===== config.mk =====
export PLATFORM = sky130hd
export DESIGN_NAME = temp_avg_multi_flat
export DESIGN_NICKNAME = d
export VERILOG_FILES = /design/src/rtl/temp_avg_pkg.sv /design/src/rtl/temp_avg_if.sv /design/src/rtl/temp_avg_chan.sv /design/src/rtl/temp_avg_multi.sv /design/src/flat_wrapper.sv
export SDC_FILE = /design/constraint.sdc
export NUM_CORES = 1
export LEC_CHECK = 0
export ABC_AREA = 1
export CAP_MARGIN = 20
export CORE_MARGIN = 2
export CORE_UTILIZATION = 30
export CTS_CLUSTER_DIAMETER = 80
export DETAILED_ROUTE_END_ITERATION = 16
export DONT_BUFFER_PORTS = 1
export PLACE_DENSITY = 0.45
export SLEW_MARGIN = 15
export SYNTH_ARGS = -nofsm -noshare
export SYNTH_HDL_FRONTEND = slang
export SYNTH_SLANG_ARGS = --single-unit

===== constraint.sdc =====
create_clock -name clk -period 3.6 [get_ports clk]
set_input_delay 0.72 -clock clk [delete_from_list [all_inputs] [get_ports clk]]
set_output_delay 0.72 -clock clk [all_outputs]
set_load 0.05 [all_outputs]

===== src/rtl/temp_avg_pkg.sv =====
// Shared types and helpers for the multi-channel temperature averager:
// FSM state type, sizing helpers and sign-magnitude <-> two's complement conversion.
package temp_avg_pkg;

  typedef enum logic [1:0] {
    IDLE = 2'd0,
    RUN  = 2'd1,
    DONE = 2'd2
  } state_t;

  // Conversions work on a fixed 32-bit container; callers pass the real word width.
  localparam int MAX_W = 32;

  function automatic int acc_width(input int data_w, input int log2_win);
    return data_w + log2_win;
  endfunction

  function automatic int win_len(input int log2_win);
    return 1 << log2_win;
  endfunction

  // Negative zero (sign set, magnitude 0) naturally maps to 0.
  function automatic logic signed [MAX_W-1:0] sm2tc(input logic [MAX_W-1:0] sm, input int w);
    logic [MAX_W-1:0] mag;
    logic             neg;
    mag = sm & ((MAX_W'(1) << (w - 1)) - MAX_W'(1));
    neg = ((sm >> (w - 1)) & MAX_W'(1)) != '0;
    return neg ? -$signed(mag) : $signed(mag);
  endfunction

  // A zero result always carries sign bit 0.
  function automatic logic [MAX_W-1:0] tc2sm(input logic signed [MAX_W-1:0] v, input int w);
    logic [MAX_W-1:0] r;
    if (v < 0) r = (MAX_W'(1) << (w - 1)) | MAX_W'(-v);
    else       r = MAX_W'(v);
    return r;
  endfunction

endpackage


===== src/rtl/temp_avg_if.sv =====
// Bus between the averager (master) and its sensor/report neighbours (slave).
// min_out/max_out exist only when TEMP_AVG_MINMAX_EN is defined.
interface temp_avg_if #(
  parameter int N_CH     = 4,
  parameter int DATA_W   = 9,
  parameter int LOG2_WIN = 6
);
  logic                     en;
  logic [N_CH*DATA_W-1:0]   temp_in;
  logic                     sample_tick;
  logic [LOG2_WIN-1:0]      sample_idx;
  logic [N_CH*DATA_W-1:0]   avg_out;
  logic                     avg_valid;

`ifdef TEMP_AVG_MINMAX_EN
  logic [N_CH*DATA_W-1:0]   min_out;
  logic [N_CH*DATA_W-1:0]   max_out;

  modport master (
    input  en, temp_in,
    output sample_tick, sample_idx, avg_out, avg_valid, min_out, max_out
  );
  modport slave (
    output en, temp_in,
    input  sample_tick, sample_idx, avg_out, avg_valid, min_out, max_out
  );
`else
  modport master (
    input  en, temp_in,
    output sample_tick, sample_idx, avg_out, avg_valid
  );
  modport slave (
    output en, temp_in,
    input  sample_tick, sample_idx, avg_out, avg_valid
  );
`endif

endinterface


===== src/rtl/temp_avg_chan.sv =====
// One averaging channel: converts each strobed sample to two's complement, accumulates
// the window and publishes the floor average. Min/max tracking under TEMP_AVG_MINMAX_EN.
module temp_avg_chan
  import temp_avg_pkg::*;
#(
  parameter int DATA_W   = 9,
  parameter int LOG2_WIN = 6
) (
  input  logic              clk,
  input  logic              rst,
  input  logic              sample,
  input  logic              done,
  input  logic              clear,
  input  logic [DATA_W-1:0] temp,
  output logic [DATA_W-1:0] avg
`ifdef TEMP_AVG_MINMAX_EN
  ,
  output logic [DATA_W-1:0] min_out,
  output logic [DATA_W-1:0] max_out
`endif
);

  localparam int ACC_W = acc_width(DATA_W, LOG2_WIN);

  logic signed [ACC_W-1:0] acc;
  logic signed [ACC_W-1:0] cur;
  logic signed [ACC_W-1:0] sum;
  logic signed [ACC_W-1:0] mean;

  assign cur  = ACC_W'(sm2tc(MAX_W'(temp), DATA_W));
  assign sum  = acc + cur;
  assign mean = sum >>> LOG2_WIN;

  // done always coincides with the final sample of the window, so it publishes sum, not acc.
  always_ff @(posedge clk) begin
    if (rst) begin
      acc <= '0;
      avg <= '0;
    end else if (clear) begin
      acc <= '0;
    end else if (sample) begin
      if (done) begin
        acc <= '0;
        avg <= DATA_W'(tc2sm(MAX_W'(mean), DATA_W));
      end else begin
        acc <= sum;
      end
    end
  end

`ifdef TEMP_AVG_MINMAX_EN
  logic signed [ACC_W-1:0] lo, hi, lo_n, hi_n;
  logic                    first;

  assign lo_n = (first || cur < lo) ? cur : lo;
  assign hi_n = (first || cur > hi) ? cur : hi;

  always_ff @(posedge clk) begin
    if (rst) begin
      lo      <= '0;
      hi      <= '0;
      first   <= 1'b1;
      min_out <= '0;
      max_out <= '0;
    end else if (clear) begin
      first <= 1'b1;
    end else if (sample) begin
      if (done) begin
        first   <= 1'b1;
        min_out <= DATA_W'(tc2sm(MAX_W'(lo_n), DATA_W));
        max_out <= DATA_W'(tc2sm(MAX_W'(hi_n), DATA_W));
      end else begin
        first <= 1'b0;
        lo    <= lo_n;
        hi    <= hi_n;
      end
    end
  end
`endif

endmodule


===== src/rtl/temp_avg_multi.sv =====
// Multi-channel windowed temperature averager: FSM, sample prescaler and window index,
// with one temp_avg_chan per channel. Optional min/max outputs under TEMP_AVG_MINMAX_EN.
//
// state | meaning
// IDLE  | disabled; prescaler, index and accumulators held clear
// RUN   | prescaler counting, every channel sampled on each tick
// DONE  | one-cycle slot where the new averages are visible with avg_valid
module temp_avg_multi
  import temp_avg_pkg::*;
#(
  parameter int N_CH           = 4,
  parameter int DATA_W         = 9,
  parameter int CLK_PER_SAMPLE = 50000000,
  parameter int LOG2_WIN       = 6
) (
  input  logic       clk,
  input  logic       rst,
  temp_avg_if.master bus
);

  localparam int             WIN      = win_len(LOG2_WIN);
  localparam int             PW       = $clog2(CLK_PER_SAMPLE);
  localparam logic [PW-1:0]  PRE_LOAD = PW'(CLK_PER_SAMPLE - 1);

  state_t              state;
  logic [PW-1:0]       presc;
  logic [LOG2_WIN-1:0] idx;
  logic                valid_q;

  logic tick, last, sample_s, done_s, clear_s;

  // Down-counter: loaded with CLK_PER_SAMPLE-1 on entering RUN, ticks at terminal count.
  assign tick     = (presc == '0);
  assign last     = (idx == LOG2_WIN'(WIN - 1));
  assign sample_s = tick && (state == RUN) && bus.en;
  assign done_s   = sample_s && last;
  assign clear_s  = (state == RUN) && !bus.en;

  always_ff @(posedge clk) begin
    if (rst) begin
      state   <= IDLE;
      presc   <= PRE_LOAD;
      idx     <= '0;
      valid_q <= 1'b0;
    end else begin
      valid_q <= 1'b0;
      case (state)
        IDLE: begin
          presc <= PRE_LOAD;
          idx   <= '0;
          if (bus.en) state <= RUN;
        end
        RUN: begin
          if (!bus.en) begin
            state <= IDLE;
            presc <= PRE_LOAD;
            idx   <= '0;
          end else if (tick) begin
            presc <= PRE_LOAD;
            idx   <= idx + LOG2_WIN'(1);
            if (last) begin
              state   <= DONE;
              valid_q <= 1'b1;
            end
          end else begin
            presc <= presc - PW'(1);
          end
        end
        DONE: begin
          // No tick can land here, so the prescaler just keeps its cadence.
          if (!bus.en) begin
            state <= IDLE;
            presc <= PRE_LOAD;
            idx   <= '0;
          end else begin
            state <= RUN;
            presc <= presc - PW'(1);
          end
        end
        default: state <= IDLE;
      endcase
    end
  end

  assign bus.sample_tick = tick;
  assign bus.sample_idx  = idx;
  assign bus.avg_valid   = valid_q;

  logic [N_CH*DATA_W-1:0] avg_all;
  assign bus.avg_out = avg_all;

`ifdef TEMP_AVG_MINMAX_EN
  logic [N_CH*DATA_W-1:0] min_all, max_all;
  assign bus.min_out = min_all;
  assign bus.max_out = max_all;
`endif

  for (genvar c = 0; c < N_CH; c++) begin : g_ch
    temp_avg_chan #(
      .DATA_W   (DATA_W),
      .LOG2_WIN (LOG2_WIN)
    ) u_chan (
      .clk     (clk),
      .rst     (rst),
      .sample  (sample_s),
      .done    (done_s),
      .clear   (clear_s),
      .temp    (bus.temp_in[c*DATA_W +: DATA_W]),
      .avg     (avg_all[c*DATA_W +: DATA_W])
`ifdef TEMP_AVG_MINMAX_EN
      ,
      .min_out (min_all[c*DATA_W +: DATA_W]),
      .max_out (max_all[c*DATA_W +: DATA_W])
`endif
    );
  end

endmodule


===== src/flat_wrapper.sv =====
// flat-port wrapper written by rule: the top's interface ports become plain ports
module temp_avg_multi_flat import temp_avg_pkg::*;
#(
  parameter int N_CH           = 4,
  parameter int DATA_W         = 9,
  parameter int CLK_PER_SAMPLE = 50000000,
  parameter int LOG2_WIN       = 6
)
  (clk, rst, bus_en, bus_temp_in, bus_sample_tick, bus_sample_idx, bus_avg_out, bus_avg_valid);
  temp_avg_if #(.N_CH(N_CH), .DATA_W(DATA_W), .LOG2_WIN(LOG2_WIN)) bus_i ();
  input  logic clk;
  input  logic rst;
  input wire logic [$bits(bus_i.en)-1:0] bus_en;
  input wire logic [$bits(bus_i.temp_in)-1:0] bus_temp_in;
  output wire logic [$bits(bus_i.sample_tick)-1:0] bus_sample_tick;
  output wire logic [$bits(bus_i.sample_idx)-1:0] bus_sample_idx;
  output wire logic [$bits(bus_i.avg_out)-1:0] bus_avg_out;
  output wire logic [$bits(bus_i.avg_valid)-1:0] bus_avg_valid;
  assign bus_i.en = bus_en;
  assign bus_i.temp_in = bus_temp_in;
  assign bus_sample_tick = bus_i.sample_tick;
  assign bus_sample_idx = bus_i.sample_idx;
  assign bus_avg_out = bus_i.avg_out;
  assign bus_avg_valid = bus_i.avg_valid;
  temp_avg_multi #(.N_CH(N_CH), .DATA_W(DATA_W), .CLK_PER_SAMPLE(CLK_PER_SAMPLE), .LOG2_WIN(LOG2_WIN)) u_core (.clk(clk), .rst(rst), .bus(bus_i));
endmodule

## Yosys cells after proc, flatten, opt, wreduce, memory -nomap -nowiden

Cells that the tools add are included.

| word-level totals | value |
|---|---|
| bits of input ports | 39 |
| output and inout port bits | 44 |
| register bits after elaboration | 131 |

| cells by class | value |
|---|---|
| add/subtract/negate cells | 14 |
| muxes and demuxes | 27 |
| reductions and logical operators | 13 |
| eq/ne operators | 7 |
| bitwise logic cells | 4 |
| order comparisons | 4 |

Operators by type and width:

| operator | number |
|---|---|
| $mux 15 | 8 |
| $mux 26 | 3 |
| $pmux 26 s3 | 1 |
| $add 15x15->15 | 4 |
| $neg 8->15 | 4 |
| $lt 9x1->1 const B | 4 |
| $mux 9 | 4 |
| $neg 8->8 | 4 |
| $logic_not 26->1 | 1 |
| $sub 26x1->26 const B | 1 |
| $mux 6 | 3 |
| $pmux 6 s3 | 1 |
| $reduce_and 3->1 | 3 |
| $mux 2 | 4 |
| $add 6x1->6 const B | 1 |
| $eq 6x6->1 const B | 1 |
| $ne 3x2->1 const B | 2 |
| $pmux 2 s3 | 1 |
| $logic_and 1x1->1 | 4 |
| $ne 2x2->1 const B | 2 |
| $not 1->1 | 4 |
| $reduce_or 4->1 | 1 |
| $reduce_bool 3->1 | 1 |
| $eq 2x1->1 const B | 1 |
| other kinds (5) | 6 |

## Depth between registers and ports, before layout

Gate-level depths: netlist of the first run.

| depth | value |
|---|---|
| depth in word-level cells | 5 |
| depth in mapped cells | 25 |

## Cells and area by module

Synthesis of the first run repeated with hierarchy kept, for this count alone.

| second synthesis, totals | value |
|---|---|
| cell total of the unflattened synthesis | 1,808 |
| area total of the unflattened synthesis | 11,222.0 um2 |

By module, submodules not included:

| module | seq. area each (um2) | area each (um2) | cells an instance | times used |
|---|---|---|---|---|
| temp_avg_chan (u_core.g_ch[0].u_chan ...) | 480.5 | 2,215.9 | 366 | 3 |
| temp_avg_multi | 700.7 | 2,356.0 | 343 | 1 |
| temp_avg_chan (u_core.g_ch[1].u_chan) | 480.5 | 2,218.4 | 367 | 1 |

## Least setup slack after synthesis of the first run

No wires, ideal clock.

| path | value |
|---|---|
| kind | input to register |
| start | in bus_temp_in[29] |
| end | reg u_core.g_ch[3].u_chan.avg[3] |
| path buffers | 1 |
| stages on the path | 16 |
| required time | 3,530 ps |
| arrival | 3,024 ps |
| path slack | 506 ps |
| cell sequence | nor3_1 > nand2_1 > o21ai_0 > nand2_1 > ha_1 > nand2_1 > inv_1 > a21oi_1 > inv_1 > a21oi_1 > nand3_1 > nand2_1 > buf_2 > o21ai_0 > xor2_1 > a21oi_1 |

| between the ends | value |
|---|---|
| longest elaborated chain between the ends | 5 |
| elaborated cells between the ends (all ways) | 6 |
| those cells by class | add/sub: 3; order compare: 1; mux: 2 |

RTL lines:

| item | RTL line | text |
|---|---|---|
| start: declaration | flat_wrapper.sv:14 | `input wire logic [$bits(bus_i.temp_in)-1:0] bus_temp_in;` |
| $neg 8->15 | temp_avg_pkg.sv:28 | `return neg ? -$signed(mag) : $signed(mag);` |
| $mux 15 (*) | temp_avg_pkg.sv:28 |  |
| $add 15x15->15 (*) | temp_avg_chan.sv:31 | `assign sum = acc + cur;` |
| $neg 8->8 or $lt 9x1->1 (tied branches) | temp_avg_pkg.sv:34 | `if (v < 0) r = (MAX_W'(1) << (w - 1)) \| MAX_W'(-v);` |
| $mux 9 (*) | temp_avg_pkg.sv:34 |  |
| end signal: assignment | temp_avg_chan.sv:44 | `avg <= DATA_W'(tc2sm(MAX_W'(mean), DATA_W));` |
| end: declaration | temp_avg_chan.sv:15 | `output logic [DATA_W-1:0] avg` |

Mark *: on every way between the ends. The rest lies on a longest branch, timed or not.
A chain may end at the register's enable or synchronous reset.

## Worst setup path in the final report of the first run

| path | value |
|---|---|
| start | in bus_temp_in[10] |
| end | reg u_core.g_ch[1].u_chan.avg[1] |

| between the ends | value |
|---|---|
| longest elaborated chain between the ends | 5 |
| elaborated cells between the ends (all ways) | 6 |
| those cells by class | add/sub: 3; order compare: 1; mux: 2 |

RTL lines:

| item | RTL line |
|---|---|
| $neg 8->15 | temp_avg_pkg.sv:28 |
| $mux 15 (*) | temp_avg_pkg.sv:28 |
| $add 15x15->15 (*) | temp_avg_chan.sv:31 |
| $neg 8->8 or $lt 9x1->1 (tied branches) | temp_avg_pkg.sv:34 |
| $mux 9 (*) | temp_avg_pkg.sv:34 |
| end signal: assignment | temp_avg_chan.sv:44 |
| end: declaration | temp_avg_chan.sv:15 |

Marks and branches as above.

==> impl_metrics.env, run 1 <==
export IMPL_gp_congestion=0.836
export IMPL_grt_pass1_wl_mm=52.8
export IMPL_port_buffers=0
export IMPL_cts_num_sinks=131
export IMPL_synthArstFlopShare=0
export IMPL_syn_inst=1677
export IMPL_worst_ep_arrival_time_ns=3.46
export IMPL_avgSynthCellArea_um2=6.23
export IMPL_worstSkewPairLatency_ns=0.45
export IMPL_p_leak_uw=0.00584
export IMPL_r2r_start="u_core.g_ch[2].u_chan.acc[0]$_SDFFE_PP0P_"
export IMPL_reg2reg_to="u_core.g_ch[2].u_chan.avg[4]$_SDFFE_PP0P_"
export IMPL_wl_per_cell_um=15.2
export IMPL_start_util=0.303
export IMPL_worst_path_max_fanout=7
export IMPL_synth_cell_area_um2=10500
export IMPL_root_buffer="clkbuf_16"
export IMPL_fin_nets=1803
export IMPL_power_total_uw=4770
export IMPL_vias_per_cell=4.74
export IMPL_coreArea_um2=34500
export IMPL_fp_dieH_um=191
export IMPL_grt_pass1_vias=9753
export IMPL_overflow=0
export IMPL_ys_types=45
export IMPL_grt_use_total=0.186
export IMPL_dpl_hpwl_mm=24.8
export IMPL_worstHoldEndpoint="u_core.bus.sample_idx[5]$_SDFFE_PP0P_"
export IMPL_drc=0
export IMPL_htree_num_levels=4
export IMPL_cap_violations=0
export IMPL_fin_tns_setup_ns=0
export IMPL_drive_gt1_frac=0.0577
export IMPL_ys_seq_elements=131
export IMPL_cts_resized=0
export IMPL_slew_limit_headroom=0.452
export IMPL_die_area_um2=36400
export IMPL_r2r_setup_slack_ns=1.03
export IMPL_critPathCaptureType="register"
export IMPL_synth_warning_count=0
export IMPL_outcome="finished, final reports clean"
export IMPL_min_from="rst"
export IMPL_cts_tree="built"
export IMPL_cts_setup_buffers=0
export IMPL_hold_viol=0
export IMPL_hold_buffers=0
export IMPL_syn_to_final_growth_pct=11.5
export IMPL_synth_nets=1794
export IMPL_setup_viol=0
export IMPL_ir_drop_mv=0.370
export IMPL_io_pins=83
export IMPL_die_w_um=191
export IMPL_totalWireLength_mm=32.8
export IMPL_rsz0062_at_grt="no"
export IMPL_final_antenna_net_count=0
export IMPL_fmax_mhz=324
export IMPL_r2r_cells=13
export IMPL_setup_worst_path_start_class="input pin"
export IMPL_finClkSkew_ns=0.0161
export IMPL_drv_slew=0
export IMPL_dr_pass1_iters=7
export IMPL_cts_buffers=17
export IMPL_clk_pin_slew_ns=0.06
export IMPL_rows=68
export IMPL_criticalPathCategory="in -> reg"
export IMPL_synth_edf_count=0
export IMPL_cp_required_ns=3.97
export IMPL_n_fill_cell=3786
export IMPL_min_period_over_period=0.859
export IMPL_antenna_cells=0
export IMPL_hold_path_class="in -> reg"
export IMPL_post_route_min_period_ns=3.09
export IMPL_num_vias=10204
export IMPL_synth_flop_cell="dfxtp_1"
export IMPL_antenna_found_initial=0
export IMPL_first_iter_violations=569
export IMPL_grt_max_degree=35
export IMPL_cts_buffer_depth=2
export IMPL_tightest_slew_ns=0.821
export IMPL_hold_depth=1
export IMPL_pwr_density_cell_nw_per_um2=409
export IMPL_seq_area_frac_synth=0.251
critical path, stage by stage:
cell	delay (ns)
inv_1	0.05
ha_1	0.14
inv_1	0.05
nor3_1	0.24
nand4_1	0.22
nand2_1	0.21
inv_1	0.09
ha_1	0.34
nand2_1	0.14
inv_1	0.05
a21oi_1	0.24
nand3_1	0.13
nand2_1	0.08
nand2_1	0.04
nand2_1	0.06
nand2_1	0.10
buf_4	0.18
o21ai_0	0.21
nand2_1	0.08
a21oi_1	0.12
synth_stat cells (all sizes together) (5+ instances only):
cell	number	share of area
a21oi	146	0.070
a22oi	7	0.0050
a31oi	7	0.0042
a32oi	6	0.0050
buf	18	0.012
clkbuf	23	0.0083
dfxtp	131	0.25
ha	74	0.089
inv	232	0.083
nand2	532	0.19
nand3	99	0.049
nand3b	13	0.0093
nand4	23	0.015
nor2	149	0.059
nor3	21	0.012
o211ai	8	0.0057
o21a	5	0.0036
o21ai	83	0.040
o21bai	5	0.0036
xnor2	13	0.011
xor2	60	0.050
layout by cell type (no fill, tap or decap), drive strengths merged:
cell and count:
bufinv 3, dfxtp 131, a21boi 2, inv 236, fa 4, xnor2 13, nand3 99, ha 74
a22oi 7, a21oi 146, o21a 5, o21bai 5, nand3b 13, xor2 60, a211o 1, or2 3
nand2 532, clkinvlp 3, nor4 4, nor3 21, nor2 149, clkbuf 18, nand4 23, buf 31
o31ai 2, o211ai 8, clkinv 5, a211oi 1, o21ai 83, nor3b 2, a31oi 7, a21o 2
a32oi 6
final cells by class:
type	count	area, µm²	area share
Clock buffer	18	429	0.0368
Tap cell	455	569	0.0488
Sequential cell	131	2620	0.225
Timing Repair Buffer	31	245	0.0210
Clock inverter	14	178	0.0152
Inverter	233	876	0.0751
Multi-Input combinational cell	1272	6740	0.578
where the power goes:
part	switching, µW	leakage, µW	internal [µW]
sequential	103	0.00106	1560
combinational	834	0.00449	404
clock	766	0.000289	1100
layer usage:
layer | track usage | wire, µm | vias to the layer above
li1 | - | - | 5418
met1 | 0.246 | 16300 | 4610
met2 | 0.310 | 14800 | 149
met3 | 0.0364 | 1270 | 27
met4 | 0.0453 | 431 | 0
met5 | 0 | 0 | -
flip-flops by register name, summed over array words and instances (netlist names):
name                    cells
u_core.bus.sample_idx       6
u_core.presc               26
u_core.bus.avg_valid        1
u_core.g_ch.u_chan.avg     36
u_core.state                2
u_core.g_ch.u_chan.acc     60
stage by stage:
step                      hold slack [ns]  std cells  worst slack [ns]  utilization  area (µm²)
after global routing                0.328       2154            0.0548        0.338       11700
after floorplan                     0.444       1677             0.506            -       10500
after detailed placement            0.459       2122            0.0755        0.321       11100
after CTS                           0.329       2154             0.523        0.338       11700
final                               0.347       2154             0.509        0.338       11700
after global placement              0.453       2122            0.0121        0.321       11100
kinds of logic (layout without fill, tap and decap cells):
group                      Yosys count  in the layout  synth area share
AOI/OAI and AO/OA                  275            275             0.144
xor gates and xnor gates            73             73            0.0612
adders and majority gates           78             78            0.0962
buffers and inverters              274            296             0.104
DFF                                131            131             0.251
and+or+nand+nor                    846            846             0.344
how the worst max path moves through the flow:
stage | from | to | depth (start not counted)
floorplan | bus_temp_in[29] | u_core.g_ch[3].u_chan.avg[3]$_SDFFE_PP0P_ | 16
global placement | bus_temp_in[10] | u_core.g_ch[1].u_chan.avg[1]$_SDFFE_PP0P_ | 19
detailed placement | bus_temp_in[10] | u_core.g_ch[1].u_chan.avg[1]$_SDFFE_PP0P_ | 19
CTS | bus_temp_in[10] | u_core.g_ch[1].u_chan.avg[1]$_SDFFE_PP0P_ | 19
global route | bus_temp_in[11] | u_core.g_ch[1].u_chan.avg[4]$_SDFFE_PP0P_ | 20
finish | bus_temp_in[10] | u_core.g_ch[1].u_chan.avg[1]$_SDFFE_PP0P_ | 20
No activity file was read; power rests on OpenSTA's default activity.
==> run 2: changes to the inputs <==
- clock period: 3.6 -> 3.5 ns (I/O delays scaled with it)
==> run 2 against run 1 <==
  * Critical path type unchanged
  * Final area up 0.87%
  * Largest power group unchanged
  * Critical path depth down 3
  * Core utilization up 0.29 points
  * Clock-buffer cell count unchanged
  * First-iteration DRC count down 12%
  * Die area unchanged
  * Register-to-register slack worse by 0.17 ns
==> impl_metrics.env, run 2 (synthesis results as in run 1) <==
export IMPL_hold_viol=0
export IMPL_drive_gt1_frac=0.0649
export IMPL_pre_cts_ws_ns=-0.0231
export IMPL_overflow=0
export IMPL_gp_congestion=0.852
export IMPL_first_iter_violations=499
export IMPL_cts_resized=0
export IMPL_largest_reg_flops=60
export IMPL_n_fill_cell=3851
export IMPL_most_common_layout_cells="527 x nand2_1, 224 x inv_1, 146 x a21oi_1"
export IMPL_drc=0
export IMPL_syn_to_final_growth_pct=12.5
export IMPL_criticalPathCategory="in -> reg"
export IMPL_combPwrFrac=0.264
export IMPL_die_area_um2=36400
export IMPL_internal_power_uw=3120
export IMPL_cp_required_ns=3.88
export IMPL_coreArea_um2=34500
export IMPL_drv_slew=0
export IMPL_cts_num_sinks=131
export IMPL_clk_pin_slew_ns=0.07
export IMPL_r2r_setup_slack_ns=0.86
export IMPL_finClkSkew_ns=0.0139
export IMPL_power_total_uw=4900
export IMPL_port_buffers=0
export IMPL_final_antenna_net_count=0
export IMPL_worst_ep_arrival_time_ns=3.45
export IMPL_antenna_found_initial=0
export IMPL_cts_tree="built"
export IMPL_post_route_util=0.341
export IMPL_min_period_over_period=0.877
export IMPL_outcome="finished, final reports clean"
export IMPL_rows=68
export IMPL_sw_frac_of_total=0.363
export IMPL_hold_path_class="in -> reg"
export IMPL_p_seq_frac=0.349
export IMPL_p_leak_uw=0.00590
export IMPL_dpl_hpwl_mm=25.0
export IMPL_critPathCaptureType="register"
export IMPL_grt_pass1_wl_mm=52.4
export IMPL_fp_dieH_um=191
export IMPL_cts_buffer_depth=2
export IMPL_die_w_um=191
export IMPL_min_from="rst"
export IMPL_start_util=0.303
export IMPL_worst_path_max_fanout=7
export IMPL_cap_violations=0
export IMPL_totalWireLength_mm=32.5
export IMPL_switchingPower_uw=1780
export IMPL_io_pins=83
export IMPL_grt_use_total=0.185
export IMPL_vias_per_cell=4.72
export IMPL_tightest_slew_ns=0.741
export IMPL_fin_nets=1815
export IMPL_final_common_cell="nand2_1"
export IMPL_worstHoldEndpoint="u_core.bus.sample_idx[1]$_SDFFE_PP0P_"
export IMPL_reg2reg_to="u_core.g_ch[2].u_chan.avg[4]$_SDFFE_PP0P_"
export IMPL_root_buffer="clkbuf_16"
export IMPL_worstSkewPairLatency_ns=0.44
export IMPL_pwr_density_cell_nw_per_um2=416
export IMPL_setup_ws_ns=0.431
export IMPL_hold_buffers=0
export IMPL_setup_worst_path_start_class="input pin"
export IMPL_grt_max_degree=39
export IMPL_num_vias=10221
export IMPL_rsz0062_at_grt="no"
export IMPL_slew_limit_headroom=0.505
export IMPL_hold_depth=1
export IMPL_wl_per_cell_um=15.0
export IMPL_setup_viol=0
export IMPL_ir_drop_mv=0.371
export IMPL_antenna_cells=0
export IMPL_htree_num_levels=4
export IMPL_hold_slack_ns=0.329
export IMPL_post_route_min_period_ns=3.07
export IMPL_r2r_start="u_core.g_ch[2].u_chan.acc[0]$_SDFFE_PP0P_"
export IMPL_top_register="u_core.g_ch.u_chan.acc"
export IMPL_fmax_mhz=326
export IMPL_dr_pass1_iters=5
export IMPL_r2r_cells=13
export IMPL_reg_top3="u_core.g_ch.u_chan.acc x60, u_core.g_ch.u_chan.avg x36, u_core.presc x26"
export IMPL_cts_buffers=17
export IMPL_pwr_share_clk=0.387
export IMPL_grt_pass1_vias=9671
export IMPL_cts_setup_buffers=0
run 2: cell count changes in the layout (fill, tap and decap cells not counted):
cell | previous run | this run
clkbuf_1 | 1 | 0
buf_4 | 30 | 41
inv_8 | 1 | 2
clkinv_2 | 3 | 1
buf_12 | 1 | 2
inv_6 | 3 | 5
bufinv_16 | 3 | 2
clkbuf_8 | 0 | 1
run 2: area by class of cell:
cell class / count / area (µm²) / share of cell area
Clock inverter: 14 / 166 / 0.0142
Inverter: 233 / 876 / 0.0745
Sequential cell: 131 / 2620 / 0.223
Clock buffer: 18 / 439 / 0.0373
Multi-Input combinational cell: 1272 / 6740 / 0.573
Tap cell: 455 / 569 / 0.0484
Timing Repair Buffer: 43 / 348 / 0.0296
run 2: layer usage:
metal,GRT usage,share of wire
met5,0,0
met4,0.0558,0.019
met3,0.0392,0.051
met2,0.299,0.45
met1,0.246,0.48
run 2: worst max-delay path by stage:
stage | start | to | slack, ns | depth (start not counted)
after floorplan | bus_temp_in[29] | u_core.g_ch[3].u_chan.avg[3]$_SDFFE_PP0P_ | 0.43 | 16
after global placement | bus_temp_in[11] | u_core.g_ch[1].u_chan.avg[1]$_SDFFE_PP0P_ | -0.06 | 18
after detailed placement | bus_temp_in[11] | u_core.g_ch[1].u_chan.avg[1]$_SDFFE_PP0P_ | -0.02 | 18
after CTS | bus_temp_in[11] | u_core.g_ch[1].u_chan.avg[1]$_SDFFE_PP0P_ | 0.44 | 18
after global routing | bus_temp_in[11] | u_core.g_ch[1].u_chan.avg[1]$_SDFFE_PP0P_ | 0.06 | 18
final | bus_temp_in[11] | u_core.g_ch[1].u_chan.avg[1]$_SDFFE_PP0P_ | 0.43 | 17
run 2: power groups by stage:
stage	clock, µW	sequential [µW]	combinational (µW)
finish	1900	1710	1290
global route	2010	1720	1490
CTS	1960	1700	1300
detailed placement	0	1740	1290
global placement	0	1740	1280
floorplan	0	1730	959
run 2: metrics by stage:
step                      TNS, ns  instance area, µm²  cells
final                           0               11800   2166
after global routing            0               11800   2166
after floorplan                 0               10500   1677
after global placement     -0.117               11200   2134
after detailed placement  -0.0250               11200   2134
after CTS                       0               11800   2166
run 2: critical path: stages:
cell and delay (ns):
nor3_1 0.23, inv_1 0.06, nor3_1 0.21, a31oi_1 0.20
o21bai_1 0.21, ha_1 0.39, nand2_1 0.13, nor2_1 0.21
nand2_1 0.08, a21oi_1 0.21, nor2_1 0.08, nand2_1 0.07
nand2_1 0.11, buf_4 0.18, o21ai_0 0.19, nand2_1 0.07
a21oi_1 0.11
==> run 3: changes to the inputs <==
- CELL_PAD_IN_SITES_DETAIL_PLACEMENT: unset -> 1
- CELL_PAD_IN_SITES_GLOBAL_PLACEMENT: unset -> 1
- PLACE_DENSITY: 0.45 -> 0.58
- SKIP_LAST_GASP: unset -> 1
==> run 3 against run 2 <==
  * Clock-buffer cell count rose by 1
  * Fmax fell by 0.86%
  * Global-route usage rose by 1.6 points
  * Worst setup slack got worse by 0.027 ns
  * Final cell count rose by 0.55%
  * Via count rose by 3.9%
  * Total power rose by 1.8%
  * Final area rose by 0.73%
  * Combinational power rose by 3%
  * Core utilization rose by 0.25 points
  * First-iteration DRC count fell by 13%
  * Critical endpoint unchanged
==> impl_metrics.env, run 3 (synthesis results as in run 1) <==
export IMPL_n_fill_cell=4541
export IMPL_tightest_slew_ns=0.939
export IMPL_cts_num_sinks=131
export IMPL_top_register="u_core.g_ch.u_chan.acc"
export IMPL_r2r_setup_slack_ns=0.73
export IMPL_syn_to_final_growth_pct=13.3
export IMPL_rsz0062_at_grt="no"
export IMPL_criticalPathCategory="in -> reg"
export IMPL_cts_buffer_depth=2
export IMPL_reg2reg_to="u_core.g_ch[0].u_chan.acc[2]$_SDFFE_PP0P_"
export IMPL_worst_ep_arrival_time_ns=3.48
export IMPL_slew_limit_headroom=0.373
export IMPL_wl_per_cell_um=16.1
export IMPL_stdcell_area_um2=11800
export IMPL_rows=68
export IMPL_worstSkewPairLatency_ns=0.44
export IMPL_setup_viol=0
export IMPL_grt_pass1_wl_mm=57.4
export IMPL_drv_slew=0
export IMPL_coreArea_um2=34500
export IMPL_cap_violations=0
export IMPL_drive_gt1_frac=0.0708
export IMPL_min_period_over_period=0.885
export IMPL_root_buffer="clkbuf_16"
export IMPL_pre_cts_ws_ns=-0.119
export IMPL_cpMostUsedCell="nand2_1"
export IMPL_hold_buffers=0
export IMPL_p_leak_uw=0.00597
export IMPL_clk_pin_slew_ns=0.07
export IMPL_drc=0
export IMPL_fin_nets=1827
export IMPL_critPathCaptureType="register"
export IMPL_dpl_hpwl_mm=27.4
export IMPL_most_common_layout_cells="527 x nand2_1, 224 x inv_1, 146 x a21oi_1"
export IMPL_final_common_cell="nand2_1"
export IMPL_vias_per_cell=4.88
export IMPL_overflow=0
export IMPL_finClkSkew_ns=0.0120
export IMPL_io_pins=83
export IMPL_setup_ws_ns=0.404
export IMPL_fmax_mhz=323
export IMPL_ir_drop_mv=0.350
export IMPL_outcome="finished, final reports clean"
export IMPL_dr_pass1_iters=5
export IMPL_die_w_um=191
export IMPL_start_util=0.303
export IMPL_pwr_density_cell_nw_per_um2=421
export IMPL_cp_required_ns=3.88
export IMPL_fp_dieH_um=191
export IMPL_post_route_util=0.344
export IMPL_grt_max_degree=48
export IMPL_final_antenna_net_count=0
export IMPL_hold_path_class="in -> reg"
export IMPL_grt_use_total=0.201
export IMPL_multi_input_area_um2=6740
export IMPL_gp_congestion=0.865
export IMPL_cts_tree="built"
export IMPL_cp_num_cells=20
export IMPL_r2r_cells=12
export IMPL_die_area_um2=36400
export IMPL_path_buf_inv=5
export IMPL_crit_end="u_core.g_ch[1].u_chan.avg[1]$_SDFFE_PP0P_"
export IMPL_hold_viol=0
export IMPL_first_iter_violations=435
export IMPL_antenna_cells=0
export IMPL_cts_setup_buffers=0
export IMPL_htree_num_levels=4
export IMPL_num_vias=10620
export IMPL_worst_path_max_fanout=7
export IMPL_grt_pass1_vias=10924
export IMPL_crit_slowest_cell="ha_1"
export IMPL_post_route_min_period_ns=3.10
export IMPL_cts_resized=0
export IMPL_crit_start="bus_temp_in[10]"
export IMPL_totalWireLength_mm=35.1
export IMPL_cts_buffers=17
export IMPL_port_buffers=0
export IMPL_r2r_start="u_core.bus.sample_idx[0]$_SDFFE_PP0P_"
export IMPL_reg_top3="u_core.g_ch.u_chan.acc x60, u_core.g_ch.u_chan.avg x36, u_core.presc x26"
export IMPL_setup_worst_path_start_class="input pin"
export IMPL_hold_slack_ns=0.323
export IMPL_fin_tns_setup_ns=0
export IMPL_max_stage_delay_ns=0.34
export IMPL_regArea_um2=2620
export IMPL_path_cells="inv_1 -> ha_1 -> inv_1 -> nor3_1 -> nand4_1 -> nand2_1 -> inv_1 -> ha_1 -> nand2_1 -> inv_1 -> a21oi_1 -> nand3_1 -> nand2_1 -> nand2_1 -> nand2_1 -> nand2_1 -> buf_4 -> o21ai_0 -> nand2_1 -> a21oi_1"
export IMPL_placed_area_um2=11200
export IMPL_antenna_found_initial=0
export IMPL_largest_reg_flops=60
export IMPL_cp_top_family="simple AND/OR/NAND/NOR gates"
## run 3: cell count changes in the layout (fill, tap and decap cells not counted)
cell | before | now
inv_6 | 5 | 6
clkinvlp_4 | 3 | 2
buf_12 | 2 | 1
clkbuf_1 | 0 | 1
buf_4 | 41 | 54
inv_8 | 2 | 0
clkinv_2 | 1 | 2
clkinv_4 | 2 | 1
bufinv_16 | 2 | 3
## run 3: how the worst min path moves through the flow
stage                     cells after the start                                          to                                  startpoint
after floorplan                               2   u_core.g_ch[0].u_chan.acc[0]$_SDFFE_PP0P_   u_core.g_ch[0].u_chan.acc[0]$_SDFFE_PP0P_
final                                         1       u_core.bus.sample_idx[1]$_SDFFE_PP0P_                                         rst
after detailed placement                      2  u_core.g_ch[3].u_chan.acc[12]$_SDFFE_PP0P_  u_core.g_ch[3].u_chan.acc[12]$_SDFFE_PP0P_
after global placement                        2   u_core.g_ch[3].u_chan.acc[0]$_SDFFE_PP0P_   u_core.g_ch[3].u_chan.acc[0]$_SDFFE_PP0P_
after CTS                                     1   u_core.g_ch[1].u_chan.avg[1]$_SDFFE_PP0P_                                         rst
after global routing                          1               u_core.presc[16]$_SDFFE_PP0N_                                         rst
## run 3: metal layers
metal	share of wire	vias up	track usage
met5	0	-	0
met2	0.46	118	0.336
li1	-	5453	-
met1	0.49	5017	0.263
met4	0.019	0	0.0602
met3	0.031	32	0.0337
## run 3: cell type report
type | count | area share
inverter | 233 | 0.0739
clock inverter | 13 | 0.0145
multi-input combinational | 1272 | 0.569
clock buffer | 19 | 0.0374
sequential | 131 | 0.221
timing repair buffer | 55 | 0.0359
tap | 455 | 0.0481
## run 3: where the power goes
part | internal [µW] | switching, µW | leakage (µW) | total (µW)
clock network | 1150 | 798 | 0.000296 | 1950
registers | 1600 | 104 | 0.00106 | 1710
logic | 434 | 892 | 0.00461 | 1330
## run 3: through the flow
stage,power (µW),cells
floorplan,2680,1677
global placement,3060,2146
detailed placement,3080,2146
CTS,5070,2178
global route,5320,2178
finish,4980,2178
